[config.mk]
export PLATFORM = sky130hd
export DESIGN_NAME = mem_master
export DESIGN_NICKNAME = d
export VERILOG_FILES = /design/src/rtl/mem_master.sv
export SDC_FILE = /design/constraint.sdc
export NUM_CORES = 1
export LEC_CHECK = 0
export CAP_MARGIN = 0
export CORE_MARGIN = 5
export CORE_UTILIZATION = 47
export DETAILED_ROUTE_END_ITERATION = 8
export PLACE_DENSITY = 0.91
export SYNTH_ARGS = -nofsm -noshare
export SYNTH_HDL_FRONTEND = slang
export SYNTH_SLANG_ARGS = --single-unit
[constraint.sdc]
create_clock -name clk -period 4.6 [get_ports clk]
set_input_delay 0.92 -clock clk [delete_from_list [all_inputs] [get_ports clk]]
set_output_delay 0.92 -clock clk [all_outputs]
set_load 0.03 [all_outputs]
[src/rtl/mem_master.sv]
// -----------------------------------------------------------------------------
// mem_master
//
// Command-driven master for a simple synchronous-write / combinational-read
// memory. One command is taken at a time. The possible commands are:
//   00 read burst   : cmd_len+1 beats streamed out on the rd_* channel
//   01 single write : one word written at cmd_addr
//   10 fill burst   : cmd_len+1 consecutive words written with cmd_data
//   11 no-op        : accepted and dropped
// Burst addresses increment and wrap modulo 2**ADDR_WIDTH.
//
// Ports
//   clk, rst_n            clock, asynchronous active-low reset
//   cmd_valid/cmd_ready   command handshake
//   cmd_op                command opcode
//   cmd_addr              burst start address
//   cmd_len               burst beats minus one
//   cmd_data              write / fill value
//   rd_valid/rd_ready     read beat handshake
//   rd_data               read beat data
//   rd_last               final beat of a read burst
//   busy                  high while a command is being executed
//   mem_we                memory write enable
//   mem_addr              memory address
//   mem_data              memory write data
//   mem_out               memory read data (combinational from mem_addr)
// -----------------------------------------------------------------------------
module mem_master #(
  parameter int ADDR_WIDTH = 6,
  parameter int DATA_WIDTH = 16,
  parameter int LEN_WIDTH  = 4
) (
  input  logic                  clk,
  input  logic                  rst_n,
  input  logic                  cmd_valid,
  output logic                  cmd_ready,
  input  logic [1:0]            cmd_op,
  input  logic [ADDR_WIDTH-1:0] cmd_addr,
  input  logic [LEN_WIDTH-1:0]  cmd_len,
  input  logic [DATA_WIDTH-1:0] cmd_data,
  output logic                  rd_valid,
  input  logic                  rd_ready,
  output logic [DATA_WIDTH-1:0] rd_data,
  output logic                  rd_last,
  output logic                  busy,
  output logic                  mem_we,
  output logic [ADDR_WIDTH-1:0] mem_addr,
  output logic [DATA_WIDTH-1:0] mem_data,
  input  logic [DATA_WIDTH-1:0] mem_out
);

  typedef enum logic [1:0] {
    IDLE  = 2'd0,
    WRITE = 2'd1,
    FILL  = 2'd2,
    READ  = 2'd3
  } state_t;

  typedef enum logic [1:0] {
    OP_READ  = 2'b00,
    OP_WRITE = 2'b01,
    OP_FILL  = 2'b10,
    OP_NOP   = 2'b11
  } op_t;

  state_t                state;
  logic [ADDR_WIDTH-1:0] cur_addr;
  logic [LEN_WIDTH-1:0]  cnt;
  logic [DATA_WIDTH-1:0] data;

  // A read beat may be captured when the output register is empty or its
  // current contents are being consumed on this same edge.
  logic rd_take;
  logic last_beat;

  assign rd_take   = !rd_valid || rd_ready;
  assign last_beat = (cnt == '0);

  // A pending read beat blocks new commands so that rd_valid of one burst can
  // never overlap with the next command's activity.
  assign cmd_ready = (state == IDLE) && !rd_valid;

  assign mem_addr  = cur_addr;
  assign mem_data  = data;

  // NOTE: every register below is updated with <= so that all of them sample
  // the same pre-edge values; mixing in = here would create ordering races.
  always_ff @(posedge clk or negedge rst_n) begin
    if (!rst_n) begin
      state    <= IDLE;
      cur_addr <= '0;
      cnt      <= '0;
      data     <= '0;
      rd_valid <= 1'b0;
      rd_data  <= '0;
      rd_last  <= 1'b0;
      busy     <= 1'b0;
      mem_we   <= 1'b0;
    end else begin
      unique case (state)
        IDLE: begin
          // Drain the final beat of the previous burst; rd_data keeps its value.
          if (rd_valid && rd_ready) begin
            rd_valid <= 1'b0;
            rd_last  <= 1'b0;
          end

          if (cmd_valid && cmd_ready) begin
            cur_addr <= cmd_addr;
            cnt      <= cmd_len;
            data     <= cmd_data;
            case (cmd_op)
              OP_WRITE: begin
                state  <= WRITE;
                busy   <= 1'b1;
                mem_we <= 1'b1;
              end
              OP_FILL: begin
                state  <= FILL;
                busy   <= 1'b1;
                mem_we <= 1'b1;
              end
              OP_READ: begin
                state  <= READ;
                busy   <= 1'b1;
              end
              default: begin
                // No-op: nothing beyond the operand latch happens.
              end
            endcase
          end
        end

        WRITE: begin
          // Single beat: the write happened on this edge.
          state  <= IDLE;
          busy   <= 1'b0;
          mem_we <= 1'b0;
        end

        FILL: begin
          cur_addr <= cur_addr + ADDR_WIDTH'(1);
          cnt      <= cnt - LEN_WIDTH'(1);
          if (last_beat) begin
            state  <= IDLE;
            busy   <= 1'b0;
            mem_we <= 1'b0;
          end
        end

        READ: begin
          // Under backpressure nothing moves, so no beat is lost or repeated.
          if (rd_take) begin
            rd_data  <= mem_out;
            rd_valid <= 1'b1;
            rd_last  <= last_beat;
            cur_addr <= cur_addr + ADDR_WIDTH'(1);
            cnt      <= cnt - LEN_WIDTH'(1);
            if (last_beat) begin
              state <= IDLE;
              busy  <= 1'b0;
            end
          end
        end

        default: begin
          state  <= IDLE;
          busy   <= 1'b0;
          mem_we <= 1'b0;
        end
      endcase
    end
  end

endmodule

==> results.json <==
{
  "cts_tree": "yes",
  "n_antenna_cell": 0,
  "crit_fanout": 5,
  "max_cap_viol_count": 0,
  "numCtsBuffers": 5,
  "coreArea_um2": 4723,
  "p_per_area_nw_per_um2": 767.7,
  "path_clk_slew_ns": 0.09,
  "grt_pass1_vias": 1784,
  "gp_congestion": 0.7450,
  "area_growth_pct": 44.80,
  "grt_pass1_wl_um": 8983,
  "grt_setup_unrepaired": "no",
  "syn-num-nets": 250,
  "endpoint_kind": "output port",
  "fin_crit_sh_pct": 64.56,
  "dpl_cell_area_um2": 3237,
  "wl_per_cell_um": 16.09,
  "synth_cells": 190,
  "yosys_warnings": 0,
  "max_stage_delay_ns": 0.69,
  "cts_resized": 0,
  "status": "finished, final reports clean",
  "cts_hold_buf": 0,
  "die_x_um": 79.89,
  "worstPathRequired_ns": 3.68,
  "gr-total-overflow": 0,
  "cts_buffer_depth": 2,
  "io_buffers": 90,
  "drive_above_1_share_pct": 18.51,
  "synth_seq_cells": 48,
  "synth.largest_area_cell": "dfrtp_1",
  "ys_types": 35,
  "root_buffer": "clkbuf_8",
  "ys_seq_area_share_pct": 52.32,
  "final.setup.tns_ns": 0,
  "antenna_left": 0,
  "path_cells": "inv_1 -> ha_1 -> nor2b_1 -> clkdlybuf4s50_1",
  "avgSynthCellArea_um2": 12.08,
  "synth_area_leaders": "dfrtp_1 (52%), mux2_2 (16%), ha_1 (6.5%)",
  "tightest_slew_ns": 1.031,
  "start_util_pct": 48.61,
  "vias_per_cell": 4.971,
  "netlist_area_um2": 2296,
  "hp-class": "register to register",
  "num_vias": 1730,
  "hold_viol": 0,
  "final_core_util_pct": 70.38,
  "htree_levels": 2,
  "cts.sinks": 48,
  "hold_ws_ns": 0.5116,
  "worstSetupPathType": "register to output port",
  "grt_max_degree": 49,
  "rows": 25,
  "totalWireLength_um": 5601,
  "max_freq_mhz": 336.7,
  "cp-start-kind": "register",
  "irDropWorstVdd_uv": 348.2,
  "pin_count": 91,
  "drc": 0,
  "cp.arrival_ns": 2.05,
  "crit_slowest_cell": "clkdlybuf4s50_1",
  "setup_viol": 0,
  "dieHeight_um": 79.89,
  "finClkSkew_ns": 0.005810,
  "power.static_leakage_nw": 1.434,
  "synth.top_cell.area_share_pct": 52.32,
  "grtUsageTotal_pct": 18.14,
  "cts_setup_buffers": 0,
  "fin_crit_ns": 2.970,
  "synth-edff-count": 0,
  "cp_top_family": "buffers and inverters",
  "finalNetCount": 340,
  "cp.buffers_inverters": 2,
  "synthArstFlopShare_pct": 100.0,
  "die_area_um2": 6382,
  "antenna_found_initial": 0,
  "slew_viol_final": 0,
  "dpl.hpwl_um": 4319,
  "final_area_um2": 3324,
  "maxSlewHeadroom_pct": 31.28,
  "drt-pass1-iter-count": 4,
  "ys.flop_type": "dfrtp_1",
  "drtIter0Drc": 41,
  "clock_latency_ns": 0.29
}
-- metrics by stage --
stage / worst slack [ns] / total power [mW] / cells
3_5_place_dp: 1.640 / 2.322 / 340
4_1_cts: 1.606 / 2.573 / 348
5_1_grt: 1.511 / 2.717 / 348
2_1_floorplan: 2.385 / 1.760 / 190
3_3_place_gp: 1.703 / 2.259 / 340
6_report: 1.630 / 2.552 / 348
-- cells in the mapped netlist, drive strengths merged, types with 3 or more instances --
cell	n
nor2	8
o21ai	7
nand3	9
o211ai	3
a21oi	12
nand2	15
mux2	33
inv	8
or2	4
o22ai	4
buf	5
nor2b	3
ha	12
dfrtp	48
-- metal layers --
layer,track usage [%],part of all wire [%]
met5,0,0
met4,3.547,0.61
met3,4.289,7.8
met2,31.87,49
met1,22.69,42
-- flip-flops by register name (all words and copies together), names as in the netlist --
signal	flops
mem_addr	6
rd_valid	1
mem_data	16
mem_we	1
cnt	4
state	2
busy	1
rd_last	1
rd_data	16
-- report_power, final --
part | switching, mW | internal, mW
Sequential | 0.138 | 0.637
Combinational | 0.836 | 0.692
Clock | 0.143 | 0.106
-- layout by cell type (no fill, tap or decap), types with 2 or more instances in the layout --
cell type        instances
a21oi_1                 12
clkbuf_8                 5
clkdlybuf4s50_1         89
clkinv_2                 2
dfrtp_1                 48
ha_1                    12
inv_1                    8
mux2_2                  32
mux2i_1                  2
nand2_1                 14
nand3_1                  8
nor2_1                   8
nor2b_1                  3
o211ai_1                 3
o21ai_0                  7
o22ai_1                  4
or2_2                    4
-- worst paths after layout --
check,from,to,slack (ns),cells after the start
worst min-delay path,rd_data[15],rd_data[15],0.51,1
max in group asynchronous,rst_n,mem_we,3.17,1
worst max-delay path,state[0],cmd_ready,1.63,4
worst min register to register,rd_data[15],rd_data[15],0.51,1
min in group asynchronous,rst_n,rd_data[0],0.80,1
worst max register to register,state[0],mem_addr[2],2.31,6
-- kinds of logic after synthesis --
logic type | Yosys count | share of synthesized area (%)
flops | 48 | 52.32
simple gates | 46 | 10.95
mux | 35 | 17.22
compound gates | 34 | 9.973
buf+inv | 15 | 2.997
fa+ha+maj | 12 | 6.539
-- worst register-to-register path, cell delays in order, from the launching register on --
cell	delay, ns
dfrtp_1	0.44
inv_1	0.14
ha_1	0.29
nand3b_4	0.13
a211oi_2	0.81
o21ai_0	0.20
a22oi_1	0.20
-- final cells by class --
type                            count  area [um2]
Tap cell                           67       83.83
Inverter                            8       30.03
Clock buffer                        5       68.82
Fill cell                         351        1399
Clock inverter                      3       18.77
Multi-Input combinational cell    127        1026
Timing Repair Buffer               90       895.9
Sequential cell                    48        1201
No activity file was read; power rests on OpenSTA's default activity.
